$ cat config.mk
export PLATFORM = sky130hd
export DESIGN_NAME = keypad_matrix_emulator
export DESIGN_NICKNAME = d
export VERILOG_FILES = /design/src/rtl/keypad_pkg.sv /design/src/rtl/keypad_matrix_emulator_lfsr16.sv /design/src/rtl/keypad_matrix_emulator.sv
export SDC_FILE = /design/constraint.sdc
export NUM_CORES = 1
export LEC_CHECK = 0
export ABC_AREA = 1
export CAP_MARGIN = 0
export CORE_ASPECT_RATIO = 0.75
export CORE_MARGIN = 10
export CORE_UTILIZATION = 55
export CTS_BUF_LIST = sky130_fd_sc_hd__clkbuf_2 sky130_fd_sc_hd__clkbuf_4 sky130_fd_sc_hd__clkbuf_8
export CTS_CLUSTER_SIZE = 12
export DETAILED_ROUTE_END_ITERATION = 10
export GPL_ROUTABILITY_DRIVEN = 1
export PLACE_DENSITY = 0.76
export SETUP_SLACK_MARGIN = 0.3
export SYNTH_ARGS = -nofsm -noshare
export SYNTH_HDL_FRONTEND = slang
export SYNTH_HIERARCHICAL = 1
export SYNTH_SLANG_ARGS = --single-unit
$ cat constraint.sdc
create_clock -name clk -period 4.8 [get_ports clk]
set_input_delay 0.96 -clock clk [delete_from_list [all_inputs] [get_ports clk]]
set_output_delay 0.96 -clock clk [all_outputs]
set_load 0.03 [all_outputs]
$ cat src/rtl/keypad_pkg.sv
`default_nettype none
// ============================================================================
// Module      : keypad_pkg
// Description : Key codes, column/row patterns, FSM states and key lookup
//               for the 4x3 keypad emulator.
// Revision    : 1.0 - initial release
// ============================================================================
package keypad_pkg;

    localparam logic [3:0] KEY_0    = 4'd0;
    localparam logic [3:0] KEY_1    = 4'd1;
    localparam logic [3:0] KEY_2    = 4'd2;
    localparam logic [3:0] KEY_3    = 4'd3;
    localparam logic [3:0] KEY_4    = 4'd4;
    localparam logic [3:0] KEY_5    = 4'd5;
    localparam logic [3:0] KEY_6    = 4'd6;
    localparam logic [3:0] KEY_7    = 4'd7;
    localparam logic [3:0] KEY_8    = 4'd8;
    localparam logic [3:0] KEY_9    = 4'd9;
    localparam logic [3:0] KEY_HASH = 4'd10;
    localparam logic [3:0] KEY_STAR = 4'd11;

    localparam logic [3:0] COL0 = 4'b0111;
    localparam logic [3:0] COL1 = 4'b1011;
    localparam logic [3:0] COL2 = 4'b1101;

    localparam logic [3:0] ROW0 = 4'b0111;
    localparam logic [3:0] ROW1 = 4'b1011;
    localparam logic [3:0] ROW2 = 4'b1101;
    localparam logic [3:0] ROW3 = 4'b1110;

    localparam logic [2:0] ST_IDLE       = 3'd0;
    localparam logic [2:0] ST_BOUNCE_IN  = 3'd1;
    localparam logic [2:0] ST_HOLD       = 3'd2;
    localparam logic [2:0] ST_BOUNCE_OUT = 3'd3;
    localparam logic [2:0] ST_GAP        = 3'd4;

    typedef struct packed {
        logic       valid;
        logic [1:0] col;
        logic [1:0] row;
    } key_pos_t;

    function automatic key_pos_t key_lookup(input logic [3:0] code);
        key_pos_t p;
        p = '{1'b0, 2'd0, 2'd0};
        case (code)
            KEY_1:    p = '{1'b1, 2'd0, 2'd0};
            KEY_2:    p = '{1'b1, 2'd1, 2'd0};
            KEY_3:    p = '{1'b1, 2'd2, 2'd0};
            KEY_4:    p = '{1'b1, 2'd0, 2'd1};
            KEY_5:    p = '{1'b1, 2'd1, 2'd1};
            KEY_6:    p = '{1'b1, 2'd2, 2'd1};
            KEY_7:    p = '{1'b1, 2'd0, 2'd2};
            KEY_8:    p = '{1'b1, 2'd1, 2'd2};
            KEY_9:    p = '{1'b1, 2'd2, 2'd2};
            KEY_STAR: p = '{1'b1, 2'd0, 2'd3};
            KEY_0:    p = '{1'b1, 2'd1, 2'd3};
            KEY_HASH: p = '{1'b1, 2'd2, 2'd3};
            default:  p = '{1'b0, 2'd0, 2'd0};
        endcase
        return p;
    endfunction

endpackage
`default_nettype wire

$ cat src/rtl/keypad_matrix_emulator_lfsr16.sv
`default_nettype none
// ============================================================================
// Module      : lfsr16
// Description : 16-bit Fibonacci LFSR (taps 16,14,13,11) used as contact
//               chatter source; advances only while enabled.
// Revision    : 1.0 - initial release
// ============================================================================
module lfsr16 #(
    parameter logic [15:0] SEED = 16'hACE1
) (
    input  logic clk,
    input  logic rst_n,
    input  logic en,
    output logic bit_out
);

    logic [15:0] r_lfsr;
    logic        w_fb;

    // Right-shifting form: taps 16,14,13,11 land on bits 0,2,3,5.
    assign w_fb    = r_lfsr[0] ^ r_lfsr[2] ^ r_lfsr[3] ^ r_lfsr[5];
    assign bit_out = r_lfsr[0];

    always_ff @(posedge clk) begin
        if (!rst_n) begin
            r_lfsr <= SEED;
        end else if (en) begin
            r_lfsr <= {w_fb, r_lfsr[15:1]};
        end
    end

endmodule
`default_nettype wire

$ cat src/rtl/keypad_matrix_emulator.sv
`default_nettype none
// ============================================================================
// Module      : keypad_matrix_emulator
// Description : Passive 4x3 keypad model; shapes a requested key press into
//               bounce-in, hold, bounce-out and gap phases on row lines.
// Revision    : 1.0 - initial release
// ============================================================================
module keypad_matrix_emulator #(
    parameter int HOLD_CYCLES   = 1_000_000,
    parameter int BOUNCE_CYCLES = 50_000,
    parameter int GAP_CYCLES    = 100_000,
    parameter int CNT_W         = 20
) (
    input  logic       clk,
    input  logic       rst_n,
    input  logic [3:0] key_code,
    input  logic       press_valid,
    output logic       press_ready,
    input  logic [3:0] coluna,
    output logic [3:0] linha,
    output logic       busy,
    output logic       done,
    output logic       err
);
    import keypad_pkg::*;

    localparam logic             c_has_bounce = (BOUNCE_CYCLES > 0);
    localparam logic [CNT_W-1:0] c_one        = CNT_W'(1);
    localparam logic [CNT_W-1:0] c_hold_ld    = CNT_W'(HOLD_CYCLES - 1);
    localparam logic [CNT_W-1:0] c_gap_ld     = CNT_W'(GAP_CYCLES - 1);
    localparam logic [CNT_W-1:0] c_bounce_ld  =
        (BOUNCE_CYCLES > 0) ? CNT_W'(BOUNCE_CYCLES - 1) : '0;

    logic [2:0]       r_state;
    logic [CNT_W-1:0] r_cnt;
    logic             r_contact;
    logic             r_done;
    logic             r_err;
    logic [1:0]       r_col;
    logic [1:0]       r_row;

    key_pos_t         w_pos;
    logic             w_accept;
    logic             w_cnt_zero;
    logic             w_lfsr_en;
    logic             w_lfsr_bit;
    logic             w_unused_col0;

    assign w_pos         = key_lookup(key_code);
    assign w_accept      = press_valid && (r_state == ST_IDLE);
    assign w_cnt_zero    = (r_cnt == '0);
    assign w_lfsr_en     = (r_state == ST_BOUNCE_IN) || (r_state == ST_BOUNCE_OUT);
    assign w_unused_col0 = coluna[0];

    assign press_ready = (r_state == ST_IDLE);
    assign busy        = (r_state != ST_IDLE);
    assign done        = r_done;
    assign err         = r_err;

    lfsr16 #(
        .SEED    (16'hACE1)
    ) u_lfsr (
        .clk     (clk),
        .rst_n   (rst_n),
        .en      (w_lfsr_en),
        .bit_out (w_lfsr_bit)
    );

    // Contact behaves like a real switch: the scanner sees it only while
    // strobing the key's column, with no clock between strobe and row.
    always_comb begin
        linha = 4'b1111;
        if (r_contact && !coluna[2'd3 - r_col]) begin
            linha[2'd3 - r_row] = 1'b0;
        end
    end

    always_ff @(posedge clk) begin
        if (!rst_n) begin
            r_state   <= ST_IDLE;
            r_cnt     <= '0;
            r_contact <= 1'b0;
            r_done    <= 1'b0;
            r_err     <= 1'b0;
            r_col     <= 2'd0;
            r_row     <= 2'd0;
        end else begin
            r_done <= 1'b0;
            r_err  <= 1'b0;
            case (r_state)
                ST_IDLE: begin
                    r_contact <= 1'b0;
                    if (w_accept) begin
                        if (w_pos.valid) begin
                            r_col <= w_pos.col;
                            r_row <= w_pos.row;
                            if (c_has_bounce) begin
                                r_state <= ST_BOUNCE_IN;
                                r_cnt   <= c_bounce_ld;
                            end else begin
                                r_state <= ST_HOLD;
                                r_cnt   <= c_hold_ld;
                            end
                        end else begin
                            r_done <= 1'b1;
                            r_err  <= 1'b1;
                        end
                    end
                end
                ST_BOUNCE_IN: begin
                    r_contact <= w_lfsr_bit;
                    if (w_cnt_zero) begin
                        r_state <= ST_HOLD;
                        r_cnt   <= c_hold_ld;
                    end else begin
                        r_cnt <= r_cnt - c_one;
                    end
                end
                ST_HOLD: begin
                    r_contact <= 1'b1;
                    if (w_cnt_zero) begin
                        if (c_has_bounce) begin
                            r_state <= ST_BOUNCE_OUT;
                            r_cnt   <= c_bounce_ld;
                        end else begin
                            r_state <= ST_GAP;
                            r_cnt   <= c_gap_ld;
                        end
                    end else begin
                        r_cnt <= r_cnt - c_one;
                    end
                end
                ST_BOUNCE_OUT: begin
                    r_contact <= w_lfsr_bit;
                    if (w_cnt_zero) begin
                        r_state <= ST_GAP;
                        r_cnt   <= c_gap_ld;
                    end else begin
                        r_cnt <= r_cnt - c_one;
                    end
                end
                ST_GAP: begin
                    r_contact <= 1'b0;
                    if (w_cnt_zero) begin
                        r_state <= ST_IDLE;
                        r_cnt   <= '0;
                        r_done  <= 1'b1;
                    end else begin
                        r_cnt <= r_cnt - c_one;
                    end
                end
                default: begin
                    r_state   <= ST_IDLE;
                    r_cnt     <= '0;
                    r_contact <= 1'b0;
                end
            endcase
        end
    end

endmodule
`default_nettype wire
==> Implementation_results.wiki <==
{| class="wikitable"
! Metric !! Value
|-
| Non-Filler Cell Area, Final || approximately 2900 µm²
|-
| Die Width || between 90 and 100 µm
|-
| Largest buffer count on any clock path || 2
|-
| Count of cell types in the netlist || 31
|-
| Total overflow reported by the global router || 0
|-
| Die H || between 70 and 80 µm
|-
| Commonest cells in the synthesized netlist || sky130_fd_sc_hd__nand2_1 (88), sky130_fd_sc_hd__dfxtp_1 (46), sky130_fd_sc_hd__a21oi_1 (41), sky130_fd_sc_hd__nor2_1 (41), sky130_fd_sc_hd__inv_1 (34)
|-
| Weighted congestion reported at the end of routability-driven placement || 0.851
|-
| Initial antenna violation count || 0
|-
| Layout cell share with drive strength beyond 1 || 10.1%
|-
| CTS Sinks || 46
|-
| Slew of the pin with the lowest slew margin || 725 ps
|-
| Fillcell total || between 300 and 400
|-
| Yosys reg bits || between 40 and 50
|-
| Number of standard cells in the layout, taps in and fillers out || 445
|-
| Number of warning messages in the yosys log || 6
|-
| Placed cell count || approximately 440
|-
| RSZ-0062 raised after global routing || false
|-
| Maximum fanout count along the critical path || 2
|-
| CP required || ~3800 ps
|-
| Most frequent cell after synthesis || sky130_fd_sc_hd__nand2_1
|-
| Sequential fraction of the synthesis area || ~36%
|-
| Maximum clock frequency || 0.270 GHz
|-
| Cells after synthesis || roughly 370
|-
| Layout Skew || about 8.1 ps
|-
| Clock root buffer || sky130_fd_sc_hd__clkbuf_8
|-
| DP Area || roughly 2800 µm²
|-
| Syn Nets || slightly below 400
|-
| Post-route DRC violation count || 0
|-
| DRT Pass-1 Iters || 5
|-
| Final worst-path cycle share || 77.1%
|-
| Count of maximum capacitance violations || 0
|-
| Number of input and output port buffers inserted || 18
|-
| Footprint of the multi-input gates || around 1400 µm²
|-
| Sequential cell area || 921 µm²
|-
| Pin count of the biggest net entering global routing || 25
|-
| Number of hold violations in the final report || 0
|-
| Sum of negative setup slack || 0 ps
|-
| Cell area power density || roughly 800 nW/µm²
|-
| Most common flop cell mapped by yosys || sky130_fd_sc_hd__dfxtp_1
|-
| Final Routed Wirelength || between 5 and 6 mm
|-
| Endpoint type of the worst setup path || output pin
|-
| Total power consumption of the routed design || between 2 and 2.5 mW
|-
| Global-route wire length before repair || 10.0 mm
|-
| Min Clock Period, post-route || approximately 3700 ps
|-
| Detailed router's first-iteration violation count || 174
|-
| Post-CTS clock slew at the launch and capture registers of the worst setup and hold paths || 90 ps
|-
| CP max stage cell || sky130_fd_sc_hd__clkdlybuf4s50_1
|-
| Number of max-slew violations in the final report || 0
|-
| Type of the worst min-delay path || flop to flop
|-
| Number of buffers added for setup after CTS || 0
|-
| Synth top area share || a little over a third
|-
| Clock latency at the later pin of the worst-skew pair || a little over 300 ps
|-
| Per-instance average area after synthesis || 6.93 µm²
|-
| Depth of the CTS H-tree || 2
|-
| Status || completed
|-
| Total of cells resized after clock tree synthesis || 0
|-
| Crit Reg-Reg Startpoint || r_state[0]
|-
| Mapped cell area || 2560 µm²
|-
| Clock tree from TritonCTS || yes
|-
| Final layout net count || 404
|-
| Endpoints failing setup || 0
|-
| Cell-by-cell trace of the critical path || clkdlybuf4s50_1 > nor2_1 > o311ai_0 > nor2_1 > nand2_1 > clkdlybuf4s50_1
|-
| Detailed-route via count || about 2.4k
|-
| Core region area || 4470 µm²
|-
| Launch point of the worst hold path || u_lfsr/r_lfsr[10]
|-
| Critical path launch point || coluna[3]
|-
| Critical path type || input pin to output pin
|-
| Reported leakage power || about 1.3 nW
|-
| Number of top-level design ports || 19
|-
| Fraction of registers with async set/reset || 0%
|-
| Most area-hungry cell type in the Yosys netlist || sky130_fd_sc_hd__dfxtp_1
|-
| VDD IR-drop max || just over 0.0005 V
|-
| Total Routing Usage GR || 15.0%
|-
| Standard-cell row count || 21
|-
| Effective utilization at floorplan || a little under three fifths
|-
| Full die area || between 7000 and 8000 µm²
|-
| Diodes inserted || 0
|-
| Arrival time at the worst endpoint || approximately 2700 ps
|-
| Synthesis-to-finish area growth || 12.0%
|-
| Max-slew headroom at the worst pin || approximately half
|-
| DR WL/cell || roughly 13 µm
|-
| Number of synthesized flops with an enable pin || 0
|-
| Routed Antenna Nets || 0
|-
| Vias per std cell || between 5 and 6
|-
| Type of origin of the critical path || input pin
|-
| CP max stage delay || roughly 670 ps
|-
| CTS Hold Bufs || 0
|-
| Vias in the first global route || 2212
|-
| Top cells by area, synth || sky130_fd_sc_hd__dfxtp_1 (36%), sky130_fd_sc_hd__nand2_1 (13%), sky130_fd_sc_hd__a21oi_1 (8.0%)
|-
| Buffers and inverters on the worst path || 2
|-
| CP delay by family, top || buffers and inverters
|-
| Clock buffer count from CTS || 5
|-
| DPL Wire Length || ~4.2 mm
|-
| Worst-case hold slack || roughly 460 ps
|}
layer usage:
layer  vias to the layer above  track usage (%)  part of all wire (%)
met5                         -                0                     0
met2                        45             23.2                    44
met4                         0             4.00                  0.83
li1                       1229                -                     -
met1                      1073             20.4                    51
met3                         7             3.55                   4.8
final timing paths:
path                            slack, ps  cells past startpoint                 to
worst min register to register        460                      2  u_lfsr/r_lfsr[10]
worst max register to register       2750                      8           r_cnt[5]
worst max-delay path                 1100                      6           linha[3]
worst min-delay path                  460                      2  u_lfsr/r_lfsr[10]
cell families (layout without fill, tap and decap cells):
| family | Yosys count | after routing | synth area share, % |
|---|---|---|---|
| AO/OA/AOI/OAI | 82 | 82 | 17.6 |
| AND/OR/NAND/NOR | 168 | 168 | 29.3 |
| adder cells (fa/ha/maj) | 6 | 6 | 2.94 |
| flip-flops | 46 | 46 | 36.0 |
| buffers and inverters | 52 | 71 | 9.01 |
| XOR/XNOR | 15 | 15 | 5.14 |
report_power, final:
group          internal (mW)  switching, mW
combinational          0.474          0.862
sequential             0.524          0.133
clock                  0.156          0.141
total                   1.15           1.14
cell usage in the layout, fill, tap and decap left out, types with 2 or more instances in the layout:
cell type / count
sky130_fd_sc_hd__nand2_1: 88
sky130_fd_sc_hd__dfxtp_1: 46
sky130_fd_sc_hd__nor2_1: 41
sky130_fd_sc_hd__a21oi_1: 41
sky130_fd_sc_hd__inv_1: 34
sky130_fd_sc_hd__nand3_1: 19
sky130_fd_sc_hd__clkdlybuf4s50_1: 18
sky130_fd_sc_hd__o21ai_1: 14
sky130_fd_sc_hd__o21ai_0: 13
sky130_fd_sc_hd__inv_2: 9
sky130_fd_sc_hd__xor2_1: 9
sky130_fd_sc_hd__nand2_2: 6
sky130_fd_sc_hd__xnor2_1: 6
sky130_fd_sc_hd__ha_1: 6
sky130_fd_sc_hd__clkbuf_8: 5
sky130_fd_sc_hd__nor2_4: 4
sky130_fd_sc_hd__nand4_1: 4
sky130_fd_sc_hd__nor2_2: 3
sky130_fd_sc_hd__o21ai_2: 3
sky130_fd_sc_hd__a22oi_1: 3
sky130_fd_sc_hd__o21a_1: 2
sky130_fd_sc_hd__clkinv_2: 2
sky130_fd_sc_hd__a21oi_2: 2
sky130_fd_sc_hd__a31oi_1: 2
sequential cells by signal, indices dropped and copies added (netlist names):
signal,cells
done,1
u_lfsr/r_lfsr,16
r_cnt,20
err,1
r_contact,1
r_row,2
r_col,2
r_state,3
worst register-to-register path, cell delays in order (launching register included):
cell and delay (ps):
sky130_fd_sc_hd__dfxtp_1 410, sky130_fd_sc_hd__inv_1 90, sky130_fd_sc_hd__nor2_4 450, sky130_fd_sc_hd__nand2_1 250, sky130_fd_sc_hd__nand2_1 170, sky130_fd_sc_hd__nand2_1 110, sky130_fd_sc_hd__a21oi_2 270, sky130_fd_sc_hd__o21ai_1 130
sky130_fd_sc_hd__a21oi_1 130
per-stage QoR:
step | utilization [%] | setup WS, ps
after floorplan | - | 2160
after global placement | 61.6 | 1120
after detailed placement | 61.6 | 1080
after CTS | 64.1 | 1080
after global routing | 64.1 | 990
final | 64.1 | 1100
layout make-up:
| cell class | count | area share, % |
|---|---|---|
| multi-input combinational | 271 | 49.1 |
| sequential | 46 | 32.2 |
| timing repair buffer | 19 | 6.55 |
| inverter | 44 | 5.81 |
| tap | 57 | 2.49 |
| clock buffer | 5 | 2.40 |
| clock inverter | 3 | 1.53 |
Note: power is estimated with default switching activity, not from simulation.
